[src/rtl/filter_pkg.sv]
// Shared types and constants for the FILTER result reader.
package filter_pkg;

    typedef enum logic [1:0] {
        IDLE    = 2'd0,
        CAPTURE = 2'd1,
        DRAIN   = 2'd2
    } state_e;

    localparam int ERR_DROP  = 0;
    localparam int ERR_ACC   = 1;
    localparam int ERR_TRIG  = 2;
    localparam int ERR_W     = 3;

    localparam int DEF_DW    = 32;
    localparam int DEF_DEPTH = 16;

endpackage

[src/rtl/filter_result_fifo.sv]
// Synchronous FIFO with a first-word-fall-through output register.
// Capacity is DEPTH entries counting the output register.
module filter_result_fifo #(
    parameter int DW    = 32,
    parameter int DEPTH = 16,
    parameter int LW    = $clog2(DEPTH) + 1
) (
    input  logic          clk_i,
    input  logic          reset_i,
    input  logic          flush_i,
    input  logic          push_i,
    input  logic [DW-1:0] data_i,
    input  logic          pop_i,
    output logic [DW-1:0] data_o,
    output logic          valid_o,
    output logic          full_o,
    output logic          empty_o,
    output logic [LW-1:0] level_o
);
    localparam int AW = $clog2(DEPTH);

    logic [DW-1:0] mem [DEPTH];
    logic [AW-1:0] wr_ptr_q, wr_ptr_d;
    logic [AW-1:0] rd_ptr_q, rd_ptr_d;
    logic [LW-1:0] cnt_q, cnt_d;
    logic [DW-1:0] out_q, out_d;
    logic          ov_q, ov_d;
    logic          mem_we;
    logic          pop;

    assign pop     = pop_i & ov_q;
    assign data_o  = out_q;
    assign valid_o = ov_q;
    assign empty_o = ~ov_q;
    assign level_o = cnt_q + {{(LW-1){1'b0}}, ov_q};
    assign full_o  = (level_o == LW'(DEPTH));

    always_comb begin
        wr_ptr_d = wr_ptr_q;
        rd_ptr_d = rd_ptr_q;
        cnt_d    = cnt_q;
        out_d    = out_q;
        ov_d     = ov_q;
        mem_we   = 1'b0;
        if (flush_i) begin
            wr_ptr_d = '0;
            rd_ptr_d = '0;
            cnt_d    = '0;
            out_d    = '0;
            ov_d     = 1'b0;
        end else if (!ov_q) begin
            if (push_i) begin
                out_d = data_i;
                ov_d  = 1'b1;
            end
        end else if (pop) begin
            if (cnt_q != '0) begin
                // Refill the output register from storage; a push keeps the count.
                out_d    = mem[rd_ptr_q];
                rd_ptr_d = rd_ptr_q + AW'(1);
                cnt_d    = cnt_q - LW'(1);
                if (push_i) begin
                    mem_we   = 1'b1;
                    wr_ptr_d = wr_ptr_q + AW'(1);
                    cnt_d    = cnt_q;
                end
            end else if (push_i) begin
                out_d = data_i;
            end else begin
                ov_d = 1'b0;
            end
        end else if (push_i) begin
            mem_we   = 1'b1;
            wr_ptr_d = wr_ptr_q + AW'(1);
            cnt_d    = cnt_q + LW'(1);
        end
    end

    always_ff @(posedge clk_i) begin
        if (mem_we) mem[wr_ptr_q] <= data_i;
    end

    always_ff @(posedge clk_i) begin
        if (reset_i) begin
            wr_ptr_q <= '0;
            rd_ptr_q <= '0;
            cnt_q    <= '0;
            out_q    <= '0;
            ov_q     <= 1'b0;
        end else begin
            wr_ptr_q <= wr_ptr_d;
            rd_ptr_q <= rd_ptr_d;
            cnt_q    <= cnt_d;
            out_q    <= out_d;
            ov_q     <= ov_d;
        end
    end

endmodule

[src/rtl/filter_result_reader.sv]
// Consumer of FILTER results: session FSM, result counter, sticky errors
// and a buffered valid/ready output stream.
module filter_result_reader
    import filter_pkg::*;
#(
    parameter int DW    = DEF_DW,
    parameter int DEPTH = DEF_DEPTH,
    parameter int LW    = $clog2(DEPTH) + 1
) (
    input  logic             clk_i,
    input  logic             reset_i,
    input  logic             enable_i,
    input  logic             ready_i,
    input  logic [DW-1:0]    data_i,
    input  logic [1:0]       ferr_i,
    output logic [DW-1:0]    m_data_o,
    output logic             m_valid_o,
    input  logic             m_ready_i,
    output logic [31:0]      count_o,
    output logic [LW-1:0]    level_o,
    output logic [ERR_W-1:0] err_o
);
    state_e           state_q, state_d;
    logic             en_q;
    logic [31:0]      count_q, count_d;
    logic [ERR_W-1:0] err_q, err_d;

    logic rise, fall, capt, pop, strobe, push, drop, full, empty;

    assign rise   = enable_i & ~en_q;
    assign fall   = ~enable_i & en_q;
    assign capt   = (state_q == CAPTURE);
    assign pop    = m_valid_o & m_ready_i;
    // A re-arm flushes, so a strobe in the arming cycle is discarded.
    assign strobe = capt & ready_i & ~rise;
    assign push   = strobe & (~full | pop);
    assign drop   = strobe & full & ~pop;

    filter_result_fifo #(.DW(DW), .DEPTH(DEPTH), .LW(LW)) u_fifo (
        .clk_i   (clk_i),
        .reset_i (reset_i),
        .flush_i (rise),
        .push_i  (push),
        .data_i  (data_i),
        .pop_i   (pop),
        .data_o  (m_data_o),
        .valid_o (m_valid_o),
        .full_o  (full),
        .empty_o (empty),
        .level_o (level_o)
    );

    always_comb begin
        state_d = state_q;
        count_d = count_q;
        err_d   = err_q;
        case (state_q)
            IDLE:    state_d = IDLE;
            CAPTURE: if (fall) state_d = DRAIN;
            DRAIN:   if (empty) state_d = IDLE;
            default: state_d = IDLE;
        endcase
        if (rise) begin
            state_d = CAPTURE;
            count_d = '0;
            err_d   = '0;
        end else begin
            if (push) count_d = count_q + 32'd1;
            if (drop) err_d[ERR_DROP] = 1'b1;
            if (capt) err_d[ERR_TRIG:ERR_ACC] = err_q[ERR_TRIG:ERR_ACC] | ferr_i;
        end
    end

    always_ff @(posedge clk_i) begin
        if (reset_i) begin
            state_q <= IDLE;
            en_q    <= 1'b0;
            count_q <= '0;
            err_q   <= '0;
        end else begin
            state_q <= state_d;
            en_q    <= enable_i;
            count_q <= count_d;
            err_q   <= err_d;
        end
    end

    assign count_o = count_q;
    assign err_o   = err_q;

endmodule

[config.mk]
export PLATFORM = sky130hd
export DESIGN_NAME = filter_result_reader
export DESIGN_NICKNAME = d
export VERILOG_FILES = /design/src/rtl/filter_pkg.sv /design/src/rtl/filter_result_fifo.sv /design/src/rtl/filter_result_reader.sv
export SDC_FILE = /design/constraint.sdc
export NUM_CORES = 1
export LEC_CHECK = 0
export CAP_MARGIN = 20
export CORE_MARGIN = 5
export CORE_UTILIZATION = 45
export CTS_CLUSTER_SIZE = 12
export DETAILED_ROUTE_END_ITERATION = 10
export GPL_TIMING_DRIVEN = 0
export SETUP_SLACK_MARGIN = 0.05
export SLEW_MARGIN = 20
export SYNTH_ARGS = -nofsm -noshare
export SYNTH_HDL_FRONTEND = slang
export SYNTH_SLANG_ARGS = --single-unit
[constraint.sdc]
create_clock -name clk_i -period 4.6 [get_ports clk_i]
set_input_delay 0.46 -clock clk_i [delete_from_list [all_inputs] [get_ports clk_i]]
set_output_delay 0.46 -clock clk_i [all_outputs]
set_load 0.05 [all_outputs]
==> metrics.txt, run 1 <==
status finished, final reports clean; Max clock buf depth 3; clk_lat worst skew 620 ps; Synth Area per Inst 18.17 sq um; synth-to-layout area growth 19.39%; Slew HR 0.2671; # IOs 112; Layout fillers 4143; Slew @ Worst Pin 1099 ps; Top FF cell, synth edfxtp_1; vias in the first global route 13470; register area 17140 sq um; Async S/R FF share, synth 0; Worst EP required 4920 ps; total gr overflow 0; Hold WS 452.0 ps; Leakage 0.008615 uW; first-pass GRT wire length 87.50 mm; H-tree depth 2; worst min-delay path class input port to flip-flop; sequential element share of the synthesized area 0.7205; Die Height 239.9 um; Post-CTS Setup Inserts 0; worst-path maximum fanout 18; #FFs+latches synth 600; RSZ-0062 raised after global routing no; ANT nets after route 0; Total GRT Usage 0.2045; DR DRC count 0; CTS Buf Count 61; clk_skew 19.51 ps; max-cap violation count 0; R2R depth 9; synthesized area 23780 sq um; worst setup path start u_fifo.valid_o; startpoint types flip-flop; Total Wirelength 58.99 mm; initial antenna violation count 1; DR WL/cell 26.19 um; Multi-input gate area 6347 sq um; final setup violation count 0; HPWL Detailed 38.41 mm; CTS tree built; critical path capture point u_fifo.mem[7][2]; Post-CTS Resized 0; Fmax 244.8 MHz; share of cells above drive strength 1 0.2129; Nets 1564; clk sink count 600; largest net degree at the start of global routing 20; Critical R2R Capture u_fifo.mem[7][2]; drt first pass iters 5; Crit Path Class flip-flop to flip-flop; hold buffers post-CTS 0; Util after Layout 0.5414; # diodes 0; Die ar. 57550 sq um; FF-to-FF Start u_fifo.valid_o; Cells after Synth 1309; Power Total 10810 uW; Worst R2R Setup Slack 520 ps; Root Buffer clkbuf_16; Max Transition Viols Final 0; number of flops mapped to enable cells by yosys 512; unique cell type count in the Yosys netlist 57; DR vias 13210; WHS Path Cells 3; Clock transition at path regs 60 ps; I/O Buffers 111; DR vias/cell 5.866; warnings from Yosys 0; DRT iter0 DRCs 1090; Starting Density 0.4535; Fin. Hold Viols 0; power per cell area 380.6 nW/um^2; total core area 52450 sq um; Tcrit/Tclk final 0.8880; Rows 84; Die W 239.9 um; maximum VDD drop 0.2979 mV; GPL Wtd Cong 0.7755; Post-Syn Nets 1362; CP endpoint kind flip-flop; worst path arrival time 4410 ps; minimum clock period 4085 ps
routing by layer:
layer / up-vias / track usage / wire length (um)
met4: 2 / 0.05605 / 1375
met1: 6922 / 0.2903 / 25290
met3: 88 / 0.03349 / 3571
li1: 5775 / - / -
met2: 424 / 0.3334 / 28720
met5: - / 0 / 20
sequential cells by signal (all words and copies together) (netlist names), 2 cells and up, named ones only:
| name | cells |
|---|---|
| u_fifo.mem | 512 |
| count_o | 32 |
| u_fifo.data_o | 32 |
| u_fifo.cnt_q | 5 |
| u_fifo.rd_ptr_q | 4 |
| u_fifo.wr_ptr_q | 4 |
| err_o | 3 |
| state_q | 2 |
Yosys cell counts (3+ instances only):
master	n	area, sq um
edfxtp_1	512	15370
mux4_2	128	2883
nand2_1	96	360.4
dfxtp_1	88	1762
clkbuf_1	48	180.2
nor2b_1	33	206.5
a211oi_1	32	240.2
a21oi_1	32	160.2
mux2_2	32	360.4
nor2_1	32	120.1
o221ai_1	32	280.3
a311oi_1	29	254.0
inv_1	21	78.83
buf_2	20	100.1
nand3_1	17	85.08
or3_1	16	100.1
or4_1	14	105.1
ha_1	13	162.7
o21ai_0	11	55.05
o31ai_1	10	75.07
mux2i_1	8	80.08
nand4_1	7	43.79
nor3_1	6	30.03
and3_1	5	31.28
nand2b_1	5	31.28
nor4_1	5	31.28
xnor2_1	5	43.79
buf_6	4	45.04
a311oi_2	3	45.04
buf_1	3	11.26
o211ai_1	3	22.52
o21a_1	3	22.52
o31a_2	3	30.03
xor2_1	3	26.28
cells by family after synthesis:
group / Yosys count / share of synthesized area
adders and majority gates: 14 / 0.007681
xor gates and xnor gates: 10 / 0.004314
and+or+nand+nor: 245 / 0.05193
muxes: 169 / 0.1407
buffers and inverters: 99 / 0.01826
AOI/OAI and AO/OA: 172 / 0.05661
DFF: 600 / 0.7205
cell type report:
type                       instances  share of cell area
buffer                            77             0.01238
multi-input combinational        610              0.2235
clock inverter                    13            0.003217
tap                              688             0.03032
sequential                       600              0.6035
clock buffer                     103             0.06354
timing repair buffer             139             0.06055
inverter                          22            0.002908
worst max-delay path: stages (launching register included):
cell	delay [ps]
dfxtp_1	530
ha_1	260
ha_1	200
nand3_1	150
xnor2_2	520
o31a_2	360
buf_2	330
nand3_1	440
nor2_4	700
buf_12	270
cell usage in the layout (no fill, tap or decap), types with 4 or more instances in the layout:
| master | n |
|---|---|
| a311oi_1 | 29 |
| nor2b_1 | 33 |
| buf_8 | 6 |
| clkinv_2 | 6 |
| nand2b_1 | 5 |
| or4_1 | 14 |
| edfxtp_1 | 512 |
| buf_6 | 8 |
| buf_16 | 15 |
| nand4_1 | 7 |
| mux4_2 | 128 |
| mux2_2 | 32 |
| dfxtp_1 | 88 |
| or3_1 | 16 |
| clkbuf_1 | 78 |
| a211oi_1 | 32 |
| buf_2 | 20 |
| and3_1 | 5 |
| nor3_4 | 4 |
| nor2_4 | 12 |
| o31ai_1 | 10 |
| nor2_1 | 20 |
| a21oi_1 | 32 |
| nor4_1 | 5 |
| mux2i_1 | 8 |
| nand3_1 | 17 |
| ha_1 | 13 |
| o221ai_1 | 32 |
| xnor2_1 | 5 |
| clkdlybuf4s50_1 | 111 |
| clkbuf_16 | 61 |
| nand2_1 | 96 |
| clkbuf_8 | 12 |
| o21ai_0 | 11 |
| inv_1 | 21 |
worst min path at each step:
stage	startpoint	end	slack, ps
detailed placement	u_fifo.cnt_q[4]	u_fifo.cnt_q[4]	450
global placement	u_fifo.cnt_q[4]	u_fifo.cnt_q[4]	450
finish	enable_i	en_q	450
global route	enable_i	en_q	440
floorplan	u_fifo.cnt_q[4]	u_fifo.cnt_q[4]	430
CTS	ferr_i[0]	err_o[1]	410
per-stage QoR:
stage	area, sq um	instances	setup TNS [ps]	setup WS [ps]
CTS	28390	2252	0	484.6
detailed placement	26500	2136	0	507.5
floorplan	23810	1309	-66210	-213.2
finish	28390	2252	0	515.0
global placement	25780	2108	-605870	-1634
global route	28390	2252	0	321.4
power breakdown:
part	leakage [uW]	total, uW	internal, uW	switching, uW
registers	0.00531	5910	5900	8.44
logic	0.00238	215	65.0	150
clock network	0.000924	4680	2660	2020
No activity file was read; power rests on OpenSTA's default activity.
==> run 2: changes to the inputs <==
--- a/config.mk
+++ b/config.mk
@@ -5,12 +5,14 @@
 export SDC_FILE = /design/constraint.sdc
 export NUM_CORES = 1
 export LEC_CHECK = 0
+export ABC_AREA = 1
 export CAP_MARGIN = 20
 export CORE_MARGIN = 5
 export CORE_UTILIZATION = 45
 export CTS_CLUSTER_SIZE = 12
 export DETAILED_ROUTE_END_ITERATION = 10
 export GPL_TIMING_DRIVEN = 0
+export HOLD_SLACK_MARGIN = 0.1
 export SETUP_SLACK_MARGIN = 0.05
 export SLEW_MARGIN = 20
 export SYNTH_ARGS = -nofsm -noshare
==> run 2 against run 1 <==
  * Final cell count increased by 53%
  * Largest cell class unchanged
  * Die area rose by 6.1%
  * Non-clock buffer count increased by 48
  * Total power grew 2.8%
  * Critical endpoint is now u_fifo.mem[2][1]
  * Critical path type unchanged
  * Global-route usage is 3.3 points higher
  * Worst setup slack better by 900 ps
  * Core utilization shrank 0.75 points
==> metrics.txt, run 2 <==
total net switching power 2283 uW; Cells after Synth 2445; Die Height 247.1 um; cell family with most CP delay simple AND/OR/NAND/NOR gates; most frequent CP cell nand2_1; Crit Path Class flip-flop to flip-flop; drt first pass iters 6; H-tree depth 2; first-pass GRT wire length 109.5 mm; unique cell type count in the Yosys netlist 31; vias in the first global route 18050; CTS Buf Count 61; Switching Share 0.2055; worst min-delay path class input port to flip-flop; initial antenna violation count 0; Root Buffer clkbuf_16; Rows 87; clk_lat worst skew 640 ps; # diodes 0; Leakage 0.01042 uW; Die ar. 61070 sq um; Starting Density 0.4513; Synth Area per Inst 10.35 sq um; Hold WS 400.5 ps; DR vias 18490; Nets 2691; Top FF cell, synth edfxtp_1; Post-synth top cells nor2_1, edfxtp_1, nand2_1; number of flops mapped to enable cells by yosys 512; proportion of netlist area held by the largest area contributor 0.6077; #FFs+latches synth 600; DRT iter0 DRCs 1989; Cell Count, Final, Fillers Out 3446; startpoint types flip-flop; GPL Wtd Cong 0.8890; clk sink count 600; Slowest-stage cell, CP nor2_4; Post-Syn Nets 2498; worst-path maximum fanout 17; Max Transition Viols Final 0; clk_skew 11.22 ps; largest stage delay on the critical path 680 ps; Tcrit/Tclk final 0.6924; Comb pwr share 0.026; total gr overflow 0; synth-to-layout area growth 18.29%; synthesized area 25300 sq um; Die W 247.1 um; most common cell after layout, fill and taps aside nor2_1; Fin. Hold Viols 0; CP Buf/Inv Count 1; DR WL/cell 21.33 um; most frequent cell after synthesis nor2_1; final setup violation count 0; Total GRT Usage 0.2376; Worst EP required 4940 ps; minimum clock period 3185 ps; CP endpoint kind flip-flop; cell taking the most area after synthesis edfxtp_1; Slew @ Worst Pin 883.7 ps; # IOs 112; I/O Buffers 111; Biggest register u_fifo.mem; DR vias/cell 5.367; R2R depth 11; worst path arrival time 3530 ps; Clock transition at path regs 70 ps; Util after Layout 0.5339; Clk pwr share 0.441; max reg flops 512; Async S/R FF share, synth 0; DR DRC count 0; CTS tree built; warnings from Yosys 0; hold path endpoint err_o[1]; Worst R2R Setup Slack 1410 ps; Slew HR 0.4109; Inst Count DP 3331; Post-CTS Resized 0; WHS Path Cells 3; Post-CTS Setup Inserts 0; largest net degree at the start of global routing 21; min-delay src ferr_i[0]; power per cell area 371.2 nW/um^2; share of cells above drive strength 1 0.07770; design internal power 8826 uW; crit-path cells ha_1 -> ha_1 -> nand3_1 -> nand2_1 -> nand2_1 -> nand3_2 -> nand2_4 -> nor2_4 -> nand2_1 -> nor2_4 -> buf_16; RSZ-0062 raised after global routing no; Total Wirelength 73.52 mm; sequential share of power 0.533; most frequent cells in the layout nor2_1, edfxtp_1, nand2_1, o21ai_0, nand3_1; max-cap violation count 0; Max clock buf depth 3; synth top area cells edfxtp_1, nor2_1, dfxtp_1; status finished, final reports clean; total core area 56060 sq um; setup TNS 0 ps; Critical R2R Capture u_fifo.mem[2][1]; FF-to-FF Start u_fifo.valid_o; HPWL Detailed 50.15 mm; maximum VDD drop 0.2820 mV; Fmax 314.0 MHz; sequential element share of the synthesized area 0.6773; hold buffers post-CTS 0; ANT nets after route 0
==> run 2: changes by cell type after synthesis, sizes merged, moves of 41 or more <==
cell	delta
a21oi	+41
buf	+44
inv	+50
mux4	-128
nand2	+311
nand3	+229
nor2	+564
o21ai	+251
==> run 2: cells by family after synthesis <==
family,Yosys count,share of synthesized area
adders and majority gates,14,0.007220
buffers and inverters,207,0.03565
xor gates and xnor gates,17,0.005885
AOI/OAI and AO/OA,337,0.06963
DFF,600,0.6773
and+or+nand+nor,1270,0.2043
==> run 2: metal layers <==
metal / GRT usage / wire [um] / up-vias
met3: 0.04075 / 5606 / 141
met2: 0.3857 / 34380 / 739
met1: 0.3283 / 31320 / 8867
li1: - / - / 8747
met4: 0.07680 / 2210 / 0
met5: 0 / 0 / -
==> run 2: worst max-delay path by stage <==
stage,start,end,slack (ps),depth (start not counted)
finish,u_fifo.valid_o,u_fifo.mem[2][1],1410,11
CTS,u_fifo.valid_o,u_fifo.mem[2][28],1410,11
global placement,m_ready_i,u_fifo.mem[12][5],-1050,8
floorplan,u_fifo.valid_o,u_fifo.mem[0][0],600,10
detailed placement,m_ready_i,u_fifo.mem[2][5],1110,9
global route,u_fifo.valid_o,u_fifo.mem[2][28],1220,11
==> run 2: power by group through the flow <==
stage | Sequential, uW | Clock (uW) | Combinational [uW]
finish | 5920 | 4900 | 293
global route | 5910 | 5190 | 321
CTS | 5920 | 4960 | 294
detailed placement | 6030 | 0 | 293
global placement | 6030 | 0 | 287
floorplan | 6060 | 0 | 101
==> run 2: tightest hold or removal path, cell delays in order <==
cell,delay (ps)
clkdlybuf4s50_1,400
nand2_1,70
a21oi_1,60
==> run 2: area by class of cell <==
class	instances	area [sq um]
Fill cell	4835	26130
Timing Repair Buffer	130	1589
Multi-Input combinational cell	1638	7383
Clock inverter	12	163.9
Clock buffer	103	1809
Inverter	73	274.0
Sequential cell	600	17140
Tap cell	756	945.9
Buffer	134	628.1
==> run 2: stage by stage <==
stage	area [sq um]	setup slack [ps]	total power (uW)
floorplan	25300	603.4	6158
global placement	27360	-1045	6317
detailed placement	27960	1105	6324
CTS	29930	1406	11170
global route	29930	1219	11430
finish	29930	1415	11110
